===== config.mk =====
export PLATFORM = sky130hd
export DESIGN_NAME = serial_adder_ctrl_flat
export DESIGN_NICKNAME = d
export VERILOG_FILES = /design/src/rtl/serial_adder_if.sv /design/src/rtl/serial_adder_ctrl.sv /design/src/flat_wrapper.sv
export SDC_FILE = /design/constraint.sdc
export NUM_CORES = 1
export LEC_CHECK = 0
export BUFFER_PORTS_ARGS = -buffer_cell sky130_fd_sc_hd__buf_4
export CORE_AREA = 4 4 62 64
export DETAILED_ROUTE_END_ITERATION = 8
export DIE_AREA = 0 0 66 68
export GPL_TIMING_DRIVEN = 0
export PLACE_DENSITY = 0.79
export SLEW_MARGIN = 20
export SYNTH_ARGS = -nofsm -noshare
export SYNTH_HDL_FRONTEND = slang
export SYNTH_SLANG_ARGS = --single-unit

===== constraint.sdc =====
create_clock -name i_clk -period 4.2 [get_ports i_clk]
set_input_delay 0.42 -clock i_clk [delete_from_list [all_inputs] [get_ports i_clk]]
set_output_delay 0.42 -clock i_clk [all_outputs]
set_load 0.02 [all_outputs]

===== src/rtl/serial_adder_if.sv =====
// Operand/result handshake bundle for the bit-serial adder.
// Slave side is the controller, master side is the operand source/result sink.
interface serial_adder_if #(
  parameter int WIDTH = 8
);
  logic             i_valid;
  logic             o_ready;
  logic [WIDTH-1:0] i_a;
  logic [WIDTH-1:0] i_b;
  logic             i_cin;
  logic             o_valid;
  logic             i_ack;
  logic [WIDTH-1:0] o_sum;
  logic             o_cout;
  logic             o_ovf;
  logic             o_busy;

  modport slave (
    input  i_valid, i_a, i_b, i_cin, i_ack,
    output o_ready, o_valid, o_sum, o_cout, o_ovf, o_busy
  );

  modport master (
    output i_valid, i_a, i_b, i_cin, i_ack,
    input  o_ready, o_valid, o_sum, o_cout, o_ovf, o_busy
  );
endinterface


===== src/rtl/serial_adder_ctrl.sv =====
// Bit-serial adder: one full-adder stage reused for WIDTH cycles, LSB first.
// Result registers only update on the last bit, so outputs hold between ops.
module serial_adder_ctrl #(
  parameter int WIDTH = 8
) (
  input logic          i_clk,
  input logic          i_rst_n,
  serial_adder_if.slave bus
);

  localparam int CW = $clog2(WIDTH + 1);

  typedef enum logic [1:0] {
    IDLE,
    RUN,
    DONE
  } state_e;

  state_e           state_q, state_d;
  logic [WIDTH-1:0] a_q, a_d;
  logic [WIDTH-1:0] b_q, b_d;
  logic [WIDTH-1:0] sh_q, sh_d;
  logic [WIDTH-1:0] sum_q, sum_d;
  logic [CW-1:0]    cnt_q, cnt_d;
  logic             carry_q, carry_d;
  logic             cout_q, cout_d;
  logic             ovf_q, ovf_d;

  logic             s_bit;
  logic             c_bit;
  logic [WIDTH-1:0] sh_nxt;

  // Single full-adder stage plus the shift-in of its sum bit at the MSB.
  always_comb begin
    s_bit  = a_q[0] ^ b_q[0] ^ carry_q;
    c_bit  = (a_q[0] & b_q[0]) | (carry_q & (a_q[0] ^ b_q[0]));
    sh_nxt = (sh_q >> 1) | (WIDTH'(s_bit) << (WIDTH - 1));
  end

  // Next-state and datapath updates for IDLE -> RUN -> DONE.
  always_comb begin
    state_d = state_q;
    a_d     = a_q;
    b_d     = b_q;
    sh_d    = sh_q;
    sum_d   = sum_q;
    cnt_d   = cnt_q;
    carry_d = carry_q;
    cout_d  = cout_q;
    ovf_d   = ovf_q;
    unique case (state_q)
      IDLE: begin
        if (bus.i_valid) begin
          a_d     = bus.i_a;
          b_d     = bus.i_b;
          carry_d = bus.i_cin;
          cnt_d   = '0;
          state_d = RUN;
        end
      end
      RUN: begin
        a_d     = a_q >> 1;
        b_d     = b_q >> 1;
        sh_d    = sh_nxt;
        carry_d = c_bit;
        cnt_d   = cnt_q + CW'(1);
        if (cnt_q == CW'(WIDTH - 1)) begin
          sum_d   = sh_nxt;
          cout_d  = c_bit;
          ovf_d   = carry_q ^ c_bit;
          state_d = DONE;
        end
      end
      DONE: begin
        if (bus.i_ack) begin
          state_d = IDLE;
        end
      end
      default: state_d = IDLE;
    endcase
  end

  // State and datapath registers; reset aborts any operation in flight.
  always_ff @(posedge i_clk or negedge i_rst_n) begin
    if (!i_rst_n) begin
      state_q <= IDLE;
      a_q     <= '0;
      b_q     <= '0;
      sh_q    <= '0;
      sum_q   <= '0;
      cnt_q   <= '0;
      carry_q <= 1'b0;
      cout_q  <= 1'b0;
      ovf_q   <= 1'b0;
    end else begin
      state_q <= state_d;
      a_q     <= a_d;
      b_q     <= b_d;
      sh_q    <= sh_d;
      sum_q   <= sum_d;
      cnt_q   <= cnt_d;
      carry_q <= carry_d;
      cout_q  <= cout_d;
      ovf_q   <= ovf_d;
    end
  end

  // Status and result outputs decoded from state and result registers.
  always_comb begin
    bus.o_ready = (state_q == IDLE);
    bus.o_busy  = (state_q == RUN);
    bus.o_valid = (state_q == DONE);
    bus.o_sum   = sum_q;
    bus.o_cout  = cout_q;
    bus.o_ovf   = ovf_q;
  end

endmodule


===== src/flat_wrapper.sv =====
// flat-port wrapper written by rule: the top's interface ports become plain ports
module serial_adder_ctrl_flat 
#(
  parameter int WIDTH = 8
)
  (i_clk, i_rst_n, bus_i_valid, bus_i_a, bus_i_b, bus_i_cin, bus_i_ack, bus_o_ready, bus_o_valid, bus_o_sum, bus_o_cout, bus_o_ovf, bus_o_busy);
  serial_adder_if #(.WIDTH(WIDTH)) bus_i ();
  input logic i_clk;
  input logic i_rst_n;
  input wire logic [$bits(bus_i.i_valid)-1:0] bus_i_valid;
  input wire logic [$bits(bus_i.i_a)-1:0] bus_i_a;
  input wire logic [$bits(bus_i.i_b)-1:0] bus_i_b;
  input wire logic [$bits(bus_i.i_cin)-1:0] bus_i_cin;
  input wire logic [$bits(bus_i.i_ack)-1:0] bus_i_ack;
  output wire logic [$bits(bus_i.o_ready)-1:0] bus_o_ready;
  output wire logic [$bits(bus_i.o_valid)-1:0] bus_o_valid;
  output wire logic [$bits(bus_i.o_sum)-1:0] bus_o_sum;
  output wire logic [$bits(bus_i.o_cout)-1:0] bus_o_cout;
  output wire logic [$bits(bus_i.o_ovf)-1:0] bus_o_ovf;
  output wire logic [$bits(bus_i.o_busy)-1:0] bus_o_busy;
  assign bus_i.i_valid = bus_i_valid;
  assign bus_i.i_a = bus_i_a;
  assign bus_i.i_b = bus_i_b;
  assign bus_i.i_cin = bus_i_cin;
  assign bus_i.i_ack = bus_i_ack;
  assign bus_o_ready = bus_i.o_ready;
  assign bus_o_valid = bus_i.o_valid;
  assign bus_o_sum = bus_i.o_sum;
  assign bus_o_cout = bus_i.o_cout;
  assign bus_o_ovf = bus_i.o_ovf;
  assign bus_o_busy = bus_i.o_busy;
  serial_adder_ctrl #(.WIDTH(WIDTH)) u_core (.i_clk(i_clk), .i_rst_n(i_rst_n), .bus(bus_i));
endmodule

==> results of run 1 <==
worst max-delay path: cells and delay by family, from the launching register on:
kind / cells / cell delay [ns]
DFF: 1 / 0.43
and+or+nand+nor: 1 / 0.06
buffers and inverters: 3 / 0.82
metal layers:
metal | routed length [um] | share of wire, % | up-vias
li1 | - | - | 686
met1 | 1660 | 44 | 688
met2 | 1860 | 49 | 36
met3 | 207 | 5.4 | 10
met4 | 79 | 2.1 | 0
met5 | 0 | 0 | -
through the flow:
step,instances,hold slack (ns)
finish,260,0.0131
CTS,260,0.0215
global route,260,0.0247
global placement,252,0.416
floorplan,173,0.124
detailed placement,252,0.420
state kept, by name (all words and copies together), names as in the netlist:
| name | cells |
|---|---|
| u_core.a_q | 8 |
| u_core.b_q | 8 |
| u_core.bus.o_sum | 8 |
| u_core.sh_q | 7 |
| u_core.cnt_q | 4 |
| u_core.state_q | 2 |
| u_core.bus.o_cout | 1 |
| u_core.bus.o_ovf | 1 |
| u_core.carry_q | 1 |
cell usage after synthesis:
| cell | number | area share (%) |
|---|---|---|
| o21bai_2 | 1 | 0.62 |
| clkbuf_1 | 3 | 0.62 |
| nand2b_1 | 1 | 0.34 |
| dfrtp_1 | 40 | 55 |
| a22o_1 | 2 | 0.96 |
| and3b_1 | 1 | 0.48 |
| buf_2 | 2 | 0.55 |
| a21oi_1 | 16 | 4.4 |
| nand2b_2 | 1 | 0.48 |
| buf_6 | 1 | 0.62 |
| o21ai_1 | 2 | 0.55 |
| mux2_2 | 10 | 6.2 |
| nand2_1 | 29 | 6.0 |
| mux2i_1 | 1 | 0.55 |
| xor2_1 | 1 | 0.48 |
| nor2_1 | 2 | 0.41 |
| buf_4 | 4 | 1.6 |
| a21o_1 | 1 | 0.41 |
| ha_1 | 1 | 0.69 |
| o21ai_0 | 16 | 4.4 |
| inv_1 | 2 | 0.41 |
| o311ai_0 | 1 | 0.48 |
| fa_1 | 1 | 1.1 |
| a22oi_1 | 14 | 5.8 |
| nor2b_1 | 15 | 5.1 |
| nor3_2 | 1 | 0.55 |
| and2b_1 | 2 | 0.82 |
| nand3_1 | 2 | 0.55 |
power groups by stage:
stage	sequential, uW	combinational, uW	clock, uW
after floorplan	674	353	0
after global placement	646	553	0
after detailed placement	656	577	0
after CTS	649	581	256
after global routing	670	643	273
final	649	574	251
logic make-up after synthesis:
| family | count (synthesis) |
|---|---|
| DFF | 40 |
| and+or+nand+nor | 54 |
| xor gates and xnor gates | 1 |
| AOI/OAI and AO/OA | 53 |
| buffers and inverters | 12 |
| muxes | 11 |
| adders and majority gates | 2 |
final cells by class:
class,instances,area share (%)
well taps,46,2.60
clock buffers,5,1.70
repair buffers,33,11.2
multi-input cells,121,34.1
flip-flops and latches,40,45.3
clock inverters,3,1.93
inverters,2,0.340
plain buffers,10,2.83
worst max-delay path by stage:
stage	depth (start not counted)	to	startpoint	slack, ns
floorplan	3	bus_o_ready	u_core.state_q[1]$_DFFE_PN0P_	2.75
global placement	4	bus_o_ready	u_core.state_q[1]$_DFFE_PN0P_	2.53
detailed placement	4	bus_o_ready	u_core.state_q[1]$_DFFE_PN0P_	2.53
CTS	4	bus_o_ready	u_core.state_q[1]$_DFFE_PN0P_	2.12
global route	4	bus_o_ready	u_core.state_q[1]$_DFFE_PN0P_	1.99
finish	4	bus_o_ready	u_core.state_q[1]$_DFFE_PN0P_	2.13
==> run_results.csv, run 1 <==
group,metric,value,unit
power_and_ir_drop,p_per_area,667,nW/um^2
timing,max_slew.worst_pin.slew,0.496,ns
power_and_ir_drop,total_power,1470,uW
critical_path,r2r_start,"u_core.state_q[1]$_DFFE_PN0P_",
floorplanning,chipWidth,66,um
power_and_ir_drop,switching_share,36.9,%
clock_tree,ctsHoldBuffers,0,
place,portBuffers,33,
clock_tree,cts_tree,"yes",
run,maxCapViolations,0,
critical_path,slowest_delay,0.43,ns
critical_path,required,3.78,ns
grt,grt_use_met1,22.3,%
place,dp_hpwl,2.70,mm
clock_tree,ctsRootBufferMaster,"clkbuf_4",
timing,rsz0062_at_grt,"false",
drt,drt-total-wl,3.81,mm
grt,first_global_vias,1437,
final_layout,stdcell_area,2210,sq um
power_and_ir_drop,seq_power_share,44.0,%
critical_path,crit_arrival,1.65,ns
grt,grt_pass1_wl,6.27,mm
clock_tree,clock_latency,0.35,ns
critical_path,ff2ff_setup_slack,2.64,ns
synth,syn_area_per_cell,10.5,sq um
clock_tree,cts_resized,0,
synth,synth_top_family_by_area,"compound AO/OA/AOI/OAI gates",
final_layout,multi_input_comb_area,753,sq um
critical_path,crit_type,"flip-flop to output pin",
floorplanning,rows,21,
synth,ys_ff_latch,40,
timing,slew_headroom,66.9,%
grt,grt_max_degree,41,
place,placed_cell_area,2130,sq um
critical_path,cp_max_fo,10,
floorplanning,start_util,55.5,%
floorplanning,ios,34,
grt,grt.overflow.total,0,
synth,synth-simple-area-share,14.7,%
timing,clock-skew-final,0.0169,ns
final_layout,fillers,254,
critical_path,start_kind,"flip-flop",
status,outcome,"finished clean",
floorplanning,die-area,4490,sq um
power_and_ir_drop,p_clk_share,17.0,%
synth,synth_nets,196,
drt,vias_per_cell,5.46,
synth,muxShareOfSynthArea,6.72,%
synth,synth_area,1820,sq um
clock_tree,numCtsBuffers,5,
power_and_ir_drop,power_leakage,0.00107,uW
power_and_ir_drop,power_switching,544,uW
place,place.gp.congestion,0.784,
drt,route.detailed.drc,0,
synth,syn-instance-count,173,
grt,grt.total_usage,18.8,%
drt,firstDrtPassIters,5,
critical_path,path_cells,"clkbuf_1 > buf_2 > nor2_1 > buf_4",
timing,drv_slew,0,
synth,ys_warn_count,0,
timing,timing.final.ws_setup,2.13,ns
final_layout,fin_util,67.3,%
clock_tree,clockBufferDepth,2,
synth,synth_compound_area_share,17.6,%
final_layout,antenna_cells,0,
final_layout,layout-drive-gt1-share,28.5,%
drt,wl_per_cell,14.7,um
timing,min_period_over_period,49.4,%
drt,routed-via-count,1420,
final_layout,final_cell_mix,"dfrtp_1, buf_4, nand2_1",
min_path,hold_path.class,"input pin to async pin",
synth,synth.distinct_cells,28,
power_and_ir_drop,vdd_drop_max,383,uV
clock_tree,postCtsSetupRepairBufs,0,
timing,final-hold-violation-count,0,
grt,met3_usage,6.57,%
synth,seq_area_frac_synth,54.9,%
critical_path,r2r_cells,4,
clock_tree,htree_levels,2,
clock_tree,clock_sinks,40,
synth,synthAdderAreaFrac,1.78,%
drt,drt-initial-drc-count,78,
timing,setup_viol,0,
timing,fmax,482,MHz
final_layout,final_common_cell,"dfrtp_1",
timing,period_needed,2.07,ns
critical_path,crit_path_end_kind,"output pin",
power_and_ir_drop,pwr-share-comb,38.9,%
final_layout,regArea,1000,sq um
synth,synth_xor_area_share,0.480,%
final_layout,fin_nets,236,
floorplanning,dieHeight,68,um
critical_path,r2r_end,"u_core.bus.o_cout$_DFFE_PN0P_",
critical_path,crit_slowest_cell,"dfrtp_1",
power_and_ir_drop,p_int,930,uW
grt,antenna_found_initial,0,
place,place_ws,2.53,ns
drt,drtAntennaViolNets,0,
clock_tree,clk_pin_slew,0.13,ns
floorplanning,core_region_area,3280,sq um
grt,grt_util_met2,31.3,%
grt,busiest_layer,"met2",
final_layout,area_growth,21.1,%
timing,tns,0,ns
Power figures use the tool's default switching activity.
==> inputs of run 2 (changes only) <==
- CORE_AREA: 4 4 62 64 -> 4 4 64 66
- DIE_AREA: 0 0 66 68 -> 0 0 68 70
- PLACE_DENSITY: 0.79 -> 0.75
- clock period: 4.2 -> 2 ns (I/O delays scaled with it)
==> run 2 against run 1 <==
Final cell count increased by 1.2%. Critical path type unchanged. First-iteration DRC count increased by 36%. Wire length decreased by 2.7%. Largest power group unchanged.
==> run_results.csv, run 2 (synthesis gave the netlist of run 1 again) <==
group,metric,value,unit
timing,tns,0,ns
clock_tree,numCtsBuffers,5,
drt,route.detailed.drc,0,
final_layout,layout-drive-gt1-share,28.4,%
critical_path,crit_type,"flip-flop to output pin",
timing,slew_headroom,67.5,%
run,maxCapViolations,0,
critical_path,crit_path_end_kind,"output pin",
critical_path,start_kind,"flip-flop",
drt,vias_per_cell,5.46,
min_path,hold_end,"u_core.a_q[7]$_DFFE_PN0P_",
floorplanning,ios,34,
timing,hold_ws,0.129,ns
critical_path,r2r_end,"u_core.bus.o_sum[5]$_DFFE_PN0P_",
place,portBuffers,33,
critical_path,r2r_start,"u_core.cnt_q[0]$_DFFE_PN0P_",
clock_tree,postCtsSetupRepairBufs,0,
power_and_ir_drop,vdd_drop_max,742,uV
place,dp_hpwl,2.66,mm
clock_tree,clk_pin_slew,0.12,ns
drt,routed-via-count,1435,
critical_path,ff2ff_setup_slack,0.47,ns
floorplanning,start_util,51.0,%
grt,antenna_found_initial,0,
timing,final-hold-violation-count,0,
timing,max_slew.worst_pin.slew,0.487,ns
final_layout,fin_nets,237,
power_and_ir_drop,power_leakage,0.00107,uW
drt,drtAntennaViolNets,0,
floorplanning,rows,22,
status,outcome,"finished clean",
timing,timing.final.ws_setup,0.135,ns
clock_tree,clockBufferDepth,2,
grt,first_global_vias,1440,
floorplanning,die-area,4760,sq um
min_path,hold_start,"bus_i_a[7]",
drt,drt-initial-drc-count,106,
drt,drt-total-wl,3.71,mm
floorplanning,dieHeight,70,um
floorplanning,core_region_area,3580,sq um
critical_path,crit_slowest_cell,"dfrtp_1",
critical_path,cp_max_fo,10,
final_layout,area_growth,21.8,%
timing,period_needed,1.86,ns
grt,grt.overflow.total,0,
clock_tree,htree_levels,2,
timing,min_period_over_period,93.2,%
critical_path,r2r_cells,5,
power_and_ir_drop,p_per_area,1390,nW/um^2
critical_path,path_delay_family,"buffers and inverters",
timing,drv_slew,0,
final_layout,final_cell_mix,"dfrtp_1, buf_4, nand2_1",
critical_path,required,1.80,ns
place,place_ws,0.476,ns
clock_tree,ctsRootBufferMaster,"clkbuf_4",
final_layout,final_common_cell,"dfrtp_1",
clock_tree,cts_tree,"yes",
critical_path,crit_arrival,1.66,ns
timing,clock-skew-final,0.00790,ns
place,place.gp.congestion,0.789,
timing,fmax,536,MHz
min_path,hold_path.class,"input pin to flip-flop",
grt,grt.total_usage,17.5,%
min_path,holdPathStages,3,
final_layout,antenna_cells,0,
timing,rsz0062_at_grt,"false",
grt,grt_max_degree,41,
clock_tree,clock_sinks,40,
timing,setup_viol,0,
critical_path,slowest_delay,0.42,ns
drt,firstDrtPassIters,5,
clock_tree,clock_latency,0.34,ns
critical_path,path_cells,"buf_1 > buf_2 > nor2_1 > buf_4",
critical_path,cp_num_buf_inv,3,
grt,grt_pass1_wl,6.45,mm
drt,wl_per_cell,14.1,um
floorplanning,chipWidth,68,um
[run 2: cell types whose count changed in the layout (fill, tap and decap cells not counted), sizes merged]
cell and change:
clkbuf -1, dlygate4sd3 +1, buf +1
[run 2: what timing repair did]
action / CTS / global route
hold endpoints to repair: 40 / 0
gates resized for setup: 0 / 1
hold buffers: 1 / 0
endpoints found under the setup margin: 0 / 1
[run 2: layout make-up]
type	count	area [sq um]
plain buffers	10	62.6
clock buffers	5	37.5
clock inverters	3	42.5
fillers	300	1360
inverters	2	7.51
multi-input cells	121	753
flip-flops and latches	40	1000
well taps	48	60.1
repair buffers	34	258
[run 2: per-stage QoR]
stage	area [sq um]	total power, uW	cells	util, %
finish	2220	3080	263	62.1
global route	2220	3320	263	62.1
CTS	2220	3110	263	62.1
detailed placement	2130	2580	254	59.6
global placement	2130	2520	254	59.6
floorplan	1820	2160	173	-
[run 2: tightest hold or removal path: stages]
cell and delay, ns:
buf_4 0.08, a21oi_1 0.04, o21ai_0 0.12
[run 2: worst max-delay path by stage]
stage	to	cells past startpoint	startpoint
finish	bus_o_ready	4	u_core.state_q[1]$_DFFE_PN0P_
global route	bus_o_ready	4	u_core.state_q[1]$_DFFE_PN0P_
CTS	bus_o_ready	4	u_core.state_q[1]$_DFFE_PN0P_
detailed placement	u_core.bus.o_cout$_DFFE_PN0P_	5	u_core.cnt_q[0]$_DFFE_PN0P_
global placement	u_core.bus.o_sum[4]$_DFFE_PN0P_	4	u_core.state_q[1]$_DFFE_PN0P_
floorplan	u_core.bus.o_ovf$_DFFE_PN0P_	3	u_core.carry_q$_DFFE_PN0P_
[run 2: layer usage]
metal  routed length [um]  GRT usage (%)  share of wire, %
met4                   42           3.75               1.1
met1                 1580           22.5                43
met2                 1910           28.7                52
met3                  174           5.47               4.7
met5                    0              0                 0
[run 2: power by group]
group          switching (uW)  leakage [uW]  internal, uW  total [uW]
clock network             264     0.0000412           261         525
registers                 240      0.000519          1120        1360
logic                     627      0.000510           567        1190
total                    1130       0.00107          1950        3080
